`src/rtl/rob_tagged.sv`:
```
`default_nettype none
// ============================================================================
// Module   : rob_tagged
// Purpose  : Tag-addressed circular reorder buffer with in-order commit and
//            flush on jump-target mismatch. Optional macro ROB_WB_BYPASS_EN
//            lets a writeback to the head tag commit in the same cycle.
// Revision : 1.0 - initial release
// ============================================================================
module rob_tagged #(
  parameter int DEPTH  = 16,
  parameter int TAG_W  = 4,
  parameter int DATA_W = 32,
  parameter int PC_W   = 32,
  parameter int RD_W   = 5,
  parameter int NUM_WB = 2
) (
  input  logic                     clk,
  input  logic                     rst,
  input  logic                     disp_valid,
  output logic                     disp_ready,
  input  logic [PC_W-1:0]          disp_pc,
  input  logic [RD_W-1:0]          disp_rd,
  output logic [TAG_W-1:0]         disp_tag,
  input  logic [NUM_WB-1:0]        wb_valid,
  input  logic [NUM_WB*TAG_W-1:0]  wb_tag,
  input  logic [NUM_WB*DATA_W-1:0] wb_data,
  input  logic [NUM_WB*PC_W-1:0]   wb_jpc,
  output logic                     commit_valid,
  output logic [TAG_W-1:0]         commit_tag,
  output logic [PC_W-1:0]          commit_pc,
  output logic [RD_W-1:0]          commit_rd,
  output logic [DATA_W-1:0]        commit_data,
  output logic                     flush,
  output logic [PC_W-1:0]          flush_pc,
  output logic [TAG_W:0]           count,
  output logic                     empty
);

  localparam logic [PC_W-1:0] C_PC_STEP = PC_W'(4);
  localparam logic [TAG_W:0]  C_FULL    = (TAG_W+1)'(DEPTH);
  localparam logic [TAG_W-1:0] C_TAG_ONE = TAG_W'(1);

  logic [DEPTH-1:0]  r_valid;
  logic [DEPTH-1:0]  r_done;
  logic [PC_W-1:0]   r_pc   [DEPTH];
  logic [PC_W-1:0]   r_jpc  [DEPTH];
  logic [RD_W-1:0]   r_rd   [DEPTH];
  logic [DATA_W-1:0] r_data [DEPTH];
  logic [TAG_W-1:0]  r_head;
  logic [TAG_W-1:0]  r_tail;
  logic [TAG_W:0]    r_count;

  logic [TAG_W-1:0]  w_wb_tag  [NUM_WB];
  logic [DATA_W-1:0] w_wb_data [NUM_WB];
  logic [PC_W-1:0]   w_wb_jpc  [NUM_WB];
  logic [NUM_WB-1:0] w_wb_hit;

  logic              w_commit;
  logic              w_mispredict;
  logic              w_disp;
  logic [DATA_W-1:0] w_c_data;
  logic [PC_W-1:0]   w_c_jpc;
  logic [PC_W-1:0]   w_head_seq_pc;

  // Writebacks landing in the flush cycle belong to discarded instructions.
  for (genvar k = 0; k < NUM_WB; k++) begin : g_wb_unpack
    assign w_wb_tag[k]  = wb_tag[k*TAG_W +: TAG_W];
    assign w_wb_data[k] = wb_data[k*DATA_W +: DATA_W];
    assign w_wb_jpc[k]  = wb_jpc[k*PC_W +: PC_W];
    assign w_wb_hit[k]  = wb_valid[k] & r_valid[w_wb_tag[k]] & ~flush;
  end

`ifdef ROB_WB_BYPASS_EN
  logic              w_head_hit;
  logic [DATA_W-1:0] w_hh_data;
  logic [PC_W-1:0]   w_hh_jpc;

  // Descending scan: the lowest-index channel is assigned last and wins.
  always_comb begin
    w_head_hit = 1'b0;
    w_hh_data  = '0;
    w_hh_jpc   = '0;
    for (int k = NUM_WB-1; k >= 0; k--) begin
      if (w_wb_hit[k] && (w_wb_tag[k] == r_head)) begin
        w_head_hit = 1'b1;
        w_hh_data  = w_wb_data[k];
        w_hh_jpc   = w_wb_jpc[k];
      end
    end
  end

  always_comb begin
    w_commit = r_valid[r_head] & (r_done[r_head] | w_head_hit);
    w_c_data = r_done[r_head] ? r_data[r_head] : w_hh_data;
    w_c_jpc  = r_done[r_head] ? r_jpc[r_head]  : w_hh_jpc;
  end
`else
  assign w_commit = r_valid[r_head] & r_done[r_head];
  assign w_c_data = r_data[r_head];
  assign w_c_jpc  = r_jpc[r_head];
`endif

  assign w_head_seq_pc = r_pc[r_head] + C_PC_STEP;
  assign w_mispredict  = w_commit & (w_c_jpc != w_head_seq_pc);

  assign disp_ready = (r_count < C_FULL) & ~flush;
  assign disp_tag   = r_tail;
  assign w_disp     = disp_valid & disp_ready & ~w_mispredict;
  assign count      = r_count;
  assign empty      = (r_count == '0);

  always_ff @(posedge clk or negedge rst) begin
    if (!rst) begin
      r_valid      <= '0;
      r_done       <= '0;
      r_head       <= '0;
      r_tail       <= '0;
      r_count      <= '0;
      commit_valid <= 1'b0;
      commit_tag   <= '0;
      commit_pc    <= '0;
      commit_rd    <= '0;
      commit_data  <= '0;
      flush        <= 1'b0;
      flush_pc     <= '0;
    end else begin
      commit_valid <= w_commit;
      flush        <= w_mispredict;
      if (w_commit) begin
        commit_tag  <= r_head;
        commit_pc   <= r_pc[r_head];
        commit_rd   <= r_rd[r_head];
        commit_data <= w_c_data;
      end
      for (int k = 0; k < NUM_WB; k++) begin
        if (w_wb_hit[k]) r_done[w_wb_tag[k]] <= 1'b1;
      end
      if (w_mispredict) begin
        flush_pc <= w_c_jpc;
        r_valid  <= '0;
        r_done   <= '0;
        r_head   <= '0;
        r_tail   <= '0;
        r_count  <= '0;
      end else begin
        if (w_commit) begin
          r_valid[r_head] <= 1'b0;
          r_head          <= r_head + C_TAG_ONE;
        end
        if (w_disp) begin
          r_valid[r_tail] <= 1'b1;
          r_done[r_tail]  <= 1'b0;
          r_tail          <= r_tail + C_TAG_ONE;
        end
        case ({w_disp, w_commit})
          2'b10:   r_count <= r_count + 1'b1;
          2'b01:   r_count <= r_count - 1'b1;
          default: r_count <= r_count;
        endcase
      end
    end
  end

  // The tail slot is never valid while a dispatch is accepted, so dispatch
  // and writeback never target the same entry in one cycle.
  always_ff @(posedge clk) begin
    for (int k = NUM_WB-1; k >= 0; k--) begin
      if (w_wb_hit[k]) begin
        r_data[w_wb_tag[k]] <= w_wb_data[k];
        r_jpc[w_wb_tag[k]]  <= w_wb_jpc[k];
      end
    end
    if (w_disp) begin
      r_pc[r_tail]  <= disp_pc;
      r_rd[r_tail]  <= disp_rd;
      r_jpc[r_tail] <= disp_pc + C_PC_STEP;
    end
  end

endmodule
`default_nettype wire

```
`config.mk`:
```
export PLATFORM = sky130hd
export DESIGN_NAME = rob_tagged
export DESIGN_NICKNAME = d
export VERILOG_FILES = /design/src/rtl/rob_tagged.sv
export SDC_FILE = /design/constraint.sdc
export NUM_CORES = 2
export LEC_CHECK = 0
export CAP_MARGIN = 30
export CORE_UTILIZATION = 54
export CTS_BUF_LIST = sky130_fd_sc_hd__clkbuf_4 sky130_fd_sc_hd__clkbuf_8 sky130_fd_sc_hd__clkbuf_16
export DETAILED_ROUTE_END_ITERATION = 12
export PLACE_DENSITY = 0.74
export REMOVE_ABC_BUFFERS = 1
export SLEW_MARGIN = 20
export SYNTH_ARGS = -nofsm -noshare
export SYNTH_HDL_FRONTEND = slang
export SYNTH_SLANG_ARGS = --single-unit
```
`constraint.sdc`:
```
create_clock -name clk -period 5.2 [get_ports clk]
set_input_delay 1.3 -clock clk [delete_from_list [all_inputs] [get_ports clk]]
set_output_delay 1.3 -clock clk [all_outputs]
set_load 0.03 [all_outputs]
```
==> Word-level counts from Yosys, hierarchy flattened <==
Memories as Yosys holds them, arrays and structs flattened. A register that Yosys moved wholly into a read port is not among the register bits.
Cells that the tools add are included.
{ "totals": {"regBits": 115, "latch_bits": 0, "ram_bits": 1616, "rom_bits": 0, "inputBits": 178, "out_inout_bits": 118, "mem_count": 4} }
{ "classes": {"addsub": 6, "n_mul": 0, "div": 0, "order_cmp": 9, "eq_ne": 3, "shift": 0, "n_mux": 36, "n_bitwise": 18, "reduce_logical": 10} }
{ "memory_table": {"columns": ["memory", "words", "width", "rd", "rd_clocked_by_memory_dff", "wr", "line", "rtl"], "rows": [
  ["r_data", 16, 32, 1, 1, 2, "48", "logic [DATA_W-1:0] r_data [DEPTH];"],
  ["r_jpc", 16, 32, 1, 0, 3, "46", "logic [PC_W-1:0] r_jpc [DEPTH];"],
  ["r_pc", 16, 32, 1, 0, 1, "45", "logic [PC_W-1:0] r_pc [DEPTH];"],
  ["r_rd", 16, 5, 1, 1, 1, "47", "logic [RD_W-1:0] r_rd [DEPTH];"]
]} }
{ "ops": {"columns": ["op", "count"], "rows": [
  ["$mux W16", 8],
  ["$add A32 B3 Y32 const B", 2],
  ["$or A16 B16 Y16", 3],
  ["$and A16 B16 Y16", 2],
  ["$ne A32 B32 Y1", 1],
  ["$not A16 Y16", 2],
  ["$lt A4 B5 Y1 const B", 4],
  ["$bmux W1 S4", 4],
  ["$demux W1 S4", 4],
  ["$ge A4 B1 Y1 const B", 4],
  ["$mux W4", 4],
  ["$mux W1", 14],
  ["$pmux W5 S2", 1],
  ["$and A1 B1 Y1", 9],
  ["$add A4 B1 Y4 const B", 2],
  ["$add A5 B1 Y5 const B", 1],
  ["$logic_not A5 Y1", 1],
  ["$lt A5 B5 Y1 const B", 1],
  ["$mux W5", 1],
  ["$sub A5 B1 Y5 const B", 1],
  ["$logic_and A1 B1 Y1", 4],
  ["$reduce_bool A2 Y1", 2],
  ["$reduce_bool A3 Y1", 1],
  ["$eq A2 B1 Y1 const B", 1],
  ["other kinds (3)", 5]
]} }

==> Longest topological paths before layout <==
{ "depth": {"ltp_word": 11, "ltp_mapped": 25, "ltp_nobuf": 20} }

==> Least setup slack after synthesis <==
No wires, ideal clock.
{ "synth_timing": {"path_type": "input port to flip-flop", "from": "input wb_tag[4]", "to": "memory r_jpc[0][0] (enable)", "setup_ns": 0.394, "arrival_time_ns": 5.963, "slack_ns": -1.157, "stages": 7, "cell_sequence": "clkbuf_1 > mux4_2 > mux4_2 > nand3b_1 > or3_1 > o21ai_0 > nand2b_1"} }
{ "synth_rtl": {"columns": ["item", "line", "rtl"], "rows": [
  ["start: declaration", "25", "input logic [NUM_WB*TAG_W-1:0] wb_tag,"],
  ["end: declaration", "46", null]
]} }

==> Final worst setup path <==
{ "layout_timing": {"from": "register r_head[0]", "to": "memory r_pc[5][29] (enable)"} }
{ "layout_between": {"elab_chain_len": 8} }
{ "layout_rtl": {"columns": ["item", "line", "rtl"], "rows": [
  ["start: declaration", "49", "logic [TAG_W-1:0] r_head;"],
  ["start signal: assignment", "148", "r_head <= r_head + C_TAG_ONE;"],
  ["$mem_v2 Z16 W32 / $bmux W1 S4 (equally long branches)", null, null],
  ["$add A32 B3 Y32 / $mux W1 (equally long branches)", "103, 98", null],
  ["$ne A32 B32 Y1 / $and A1 B1 Y1 (equally long branches)", "104, 98", null],
  ["$and A1 B1 Y1 *", "104", "assign w_mispredict = w_commit & (w_c_jpc != w_head_seq_pc);"],
  ["$not A1 Y1 *", "108", "assign w_disp = disp_valid & disp_ready & ~w_mispredict;"],
  ["$and A1 B1 Y1 *", "108", null],
  ["$mux W1 *", "173", "if (w_disp) begin"],
  ["$mux W1 (implied by the code) *", "174", "r_pc[r_tail] <= disp_pc;"],
  ["end: declaration", "45", null]
]} }
Mark *: on every way between the ends. The rest lies on a longest branch, timed or not. The select of a mux whose other input is x is not followed.

==> reports/results.txt <==
Status - finished with violations
Violated checks - setup timing
Synth async-reset ratio - 0.0860
IR drop worst, VDD - 0.402 mV
Transition time at the pin with the least slew margin - 1.09 ns
Top cells by area in the synthesized netlist - edfxtp_1 (56%), mux4_2 (13%), mux2i_1 (11%)
Layout overhead on the synthesized area - 19.0%
Final count of negative-setup-slack endpoints - 2
Site Rows - 146
Reg-to-Reg Start - r_head[0]$_DFFE_PN0P_
Detail Placement HPWL - 171000 microns
Share of post-route cells with drive strength above 1 - 0.376
Die span in y - 403 microns
DR vias - 53900
Critical Path Slowest Stage Cell - mux4_2
Internal reg-to-reg setup slack - -0.0007 ns
Worst hold slack after final layout - 0.474 ns
Number of max-cap violations - 0
Total number of clock tree sinks - 1768
DR vias/cell - 6.78
DRC marker count from the first detailed-route iteration - 7587
Clock insertion delay at the later pin of the skew report - 0.86 ns
Clock tree from TritonCTS - done
Die Outline Area - 0.163 sq mm
Final RePlAce weighted congestion - 0.916
Achievable clock frequency - 0.192 GHz
Die boundary width - 403 microns
Top flip-flop cell by instance count after synthesis - edfxtp_1
Class of the worst hold path - reg2reg
Post-layout instance count excluding filler cells - 7957
Total clock buffers created by CTS - 185
Placement-stage worst setup slack - -0.523 ns
Starting density of the core - 0.547
Number of top-level pins - 296
Final Skew - 0.0595 ns
CP max stage delay - 0.58 ns
Number of synthesis warnings - 0
Net count reported at finish - 5833
Total power of the final layout - 39300 uW
Post-route ant nets - 0
CTS root buffer - clkbuf_16
Normalized max-slew margin - 0.273
Total DRC errors in the routed layout - 0
First-pass iteration count of the detailed router - 6
Number of placed instances with taps included - 7554
Worst reg-to-reg path cell count - 18
Most numerous cell types in the synthesized netlist - edfxtp_1 (1616), mux2i_1 (928), mux2_2 (690)
Number of different library cells in the post-synthesis netlist - 64
Synth Area per Inst - 17.1 sq um
Critical Path AT - 5.76 ns
All-layer global routing usage - 0.335
Global-route wire length before repair - 390000 microns
Number of antenna violations at the first check in global routing - 27
Number of I/O port buffers - 295
Critical Path Most Common Cell - buf_12
Type of origin of the critical path - flop
Average wire per cell in the routed design - 34.4 microns
Clock transition time at the flip-flop clock pins of the worst setup and hold paths - 0.06 ns
Unrepaired setup endpoints after global routing - true
Final Slew Violations - 0
Final min period - 5.20 ns
Hold Vio Cnt, Final - 0
EDFF count, synth - 1616
Number of levels in the clock H-tree - 4
CTS max path bufs - 3
Cell area after synthesis - 0.0870 sq mm
Synthesized instance count - 5087
Worst setup path start - r_head[0]$_DFFE_PN0P_
WL final - 274000 microns
Area share of the largest cell type after synthesis - 0.558
Cell accounting for the most synthesized area - edfxtp_1
Aggregate global routing overflow - 0
Critical path capture point type - flop
Worst-case setup margin in the final layout - -0.000732 ns
Library cell with the highest instance count after synthesis - edfxtp_1
Crit share post-route - 1.00
Maximum number of pins on one net before global-route repair - 79
Placeable core area - 0.159 sq mm
Crit path capture - r_pc[5][29]$_DFFE_PP_
Vias in the first global route - 53900
Critical register-to-register path endpoint - r_pc[5][29]$_DFFE_PP_
Sequential-to-total area share from yosys stat - 0.601
Origin of the worst min-delay path - commit_pc[9]$_DFFE_PN0P_
Req. time, crit path - 5.75 ns
Power per Cell Area - 380 mW/mm^2
Largest fanout on the critical path - 18
Leakage power - 0.0373 uW
Cell chain of the critical path - buf_12 > buf_12 > buf_4 > mux4_2 > mux4_2 > buf_6 > a21o_1 > and2_4 > a2111o_1 > a21oi_2 > nand4_1 > nor4_4 > buf_6 > buf_8 > o21ai_4 > buf_4 > inv_2 > buf_12
Number of synthesized register bits - 1768
Path type of the worst setup path - reg2reg
Hold bufs inserted after CTS - 0
## logic make-up after synthesis
kind of cell | synth area share
flops | 0.601
mux | 0.323
simple gates | 0.0237
xor+xnor | 0.00644
fa+ha+maj | 0.00210
buf+inv | 0.0270
compound gates | 0.0166
## stage by stage
| stage | instance area [sq um] | setup TNS [ns] | util |
|---|---|---|---|
| 6_report | 104000 | -0.000895 | 0.651 |
| 2_1_floorplan | 84800 | - | - |
| 3_5_place_dp | 96300 | -414.95 | 0.605 |
| 5_1_grt | 104000 | -2.23 | 0.651 |
| 4_1_cts | 103000 | -0.585 | 0.648 |
| 3_3_place_gp | 96300 | -289.82 | 0.605 |
## layer usage
| layer | share of wire | global-route usage | up-vias |
|---|---|---|---|
| met5 | 0.00063 | 0 | - |
| li1 | - | - | 21500 |
| met2 | 0.47 | 0.525 | 3593 |
| met3 | 0.11 | 0.0798 | 638 |
| met4 | 0.039 | 0.125 | 26 |
| met1 | 0.37 | 0.456 | 28200 |
## critical path, delay by kind of cell, from the launching register on
kind            cells  cell delay, ns
buf+inv             9            1.65
mux                 2            1.13
compound gates      4            0.90
simple gates        3            0.63
flops               1            0.52
## flip-flops by register name, indices dropped and copies added, names as in the netlist
| register | flops |
|---|---|
| flush | 1 |
| disp_tag | 4 |
| r_valid | 16 |
| r_pc | 512 |
| count | 5 |
| r_data | 512 |
| commit_valid | 1 |
| r_head | 4 |
| r_done | 16 |
| commit_tag | 4 |
| commit_pc | 32 |
| r_jpc | 512 |
| commit_data | 32 |
| commit_rd | 5 |
| r_rd | 80 |
| flush_pc | 32 |
## timing repair
item                                    in CTS  in global routing
gates cloned                                 6                  0
endpoints found under the setup margin    1687               1672
endpoints found under the hold margin        0                  0
pin swaps                                   14                 17
setup buffers                               20                 19
gates resized for setup                     39                 47
## worst min path at each step
stage	end	slack [ns]	cells after the start
CTS	commit_pc[9]$_DFFE_PN0P_	0.48	2
global placement	commit_tag[3]$_DFFE_PN0P_	0.46	2
finish	commit_pc[9]$_DFFE_PN0P_	0.47	2
detailed placement	commit_pc[9]$_DFFE_PN0P_	0.47	2
floorplan	r_valid[10]$_DFF_PN0_	0.50	2
global route	commit_pc[9]$_DFFE_PN0P_	0.50	2
## power breakdown
group          internal (uW)  switching (uW)  total [uW]
Sequential             17200             682       17900
Combinational           3290            4610        7910
Clock                   7750            5800       13600
Total                  28200           11100       39300
## cell type report
type / count / area (sq um)
Fill cell: 10900 / 55500
Sequential cell: 1768 / 52300
Multi-Input combinational cell: 2809 / 33100
Timing Repair Buffer: 843 / 9040
Clock buffer: 251 / 5310
Tap cell: 2146 / 2690
Clock inverter: 93 / 940
Inverter: 34 / 128
Antenna cell: 13 / 32.5
## cell usage in the layout (no fill, tap or decap), types with 8 or more instances in the layout
master	netlist	routed
clkbuf_8	0	25
nand2b_1	26	8
clkbuf_16	0	187
nand3_1	64	59
inv_2	0	16
a21oi_1	30	24
xnor2_2	0	8
nand2b_2	0	16
and4_1	12	12
diode_2	0	13
and2_1	10	8
buf_6	40	14
a22oi_1	44	40
nor2_1	100	87
nand4_1	21	21
clkinv_1	1	29
and3_1	25	23
xnor2_1	33	25
o21ai_0	57	49
clkbuf_4	0	40
o21ai_4	12	20
clkdlybuf4s50_1	0	294
inv_1	33	17
mux2i_1	928	928
dfrtp_1	152	148
nor2_4	0	14
buf_12	0	135
bufinv_16	0	11
edfxtp_1	1616	1616
xor2_1	31	29
mux2_2	690	690
o22ai_4	0	12
ha_1	13	11
nor3_1	17	15
clkinv_2	0	31
nand2_1	102	100
buf_4	15	385
clkinvlp_4	0	8
mux4_2	484	484
No activity file was read; power rests on OpenSTA's default activity.
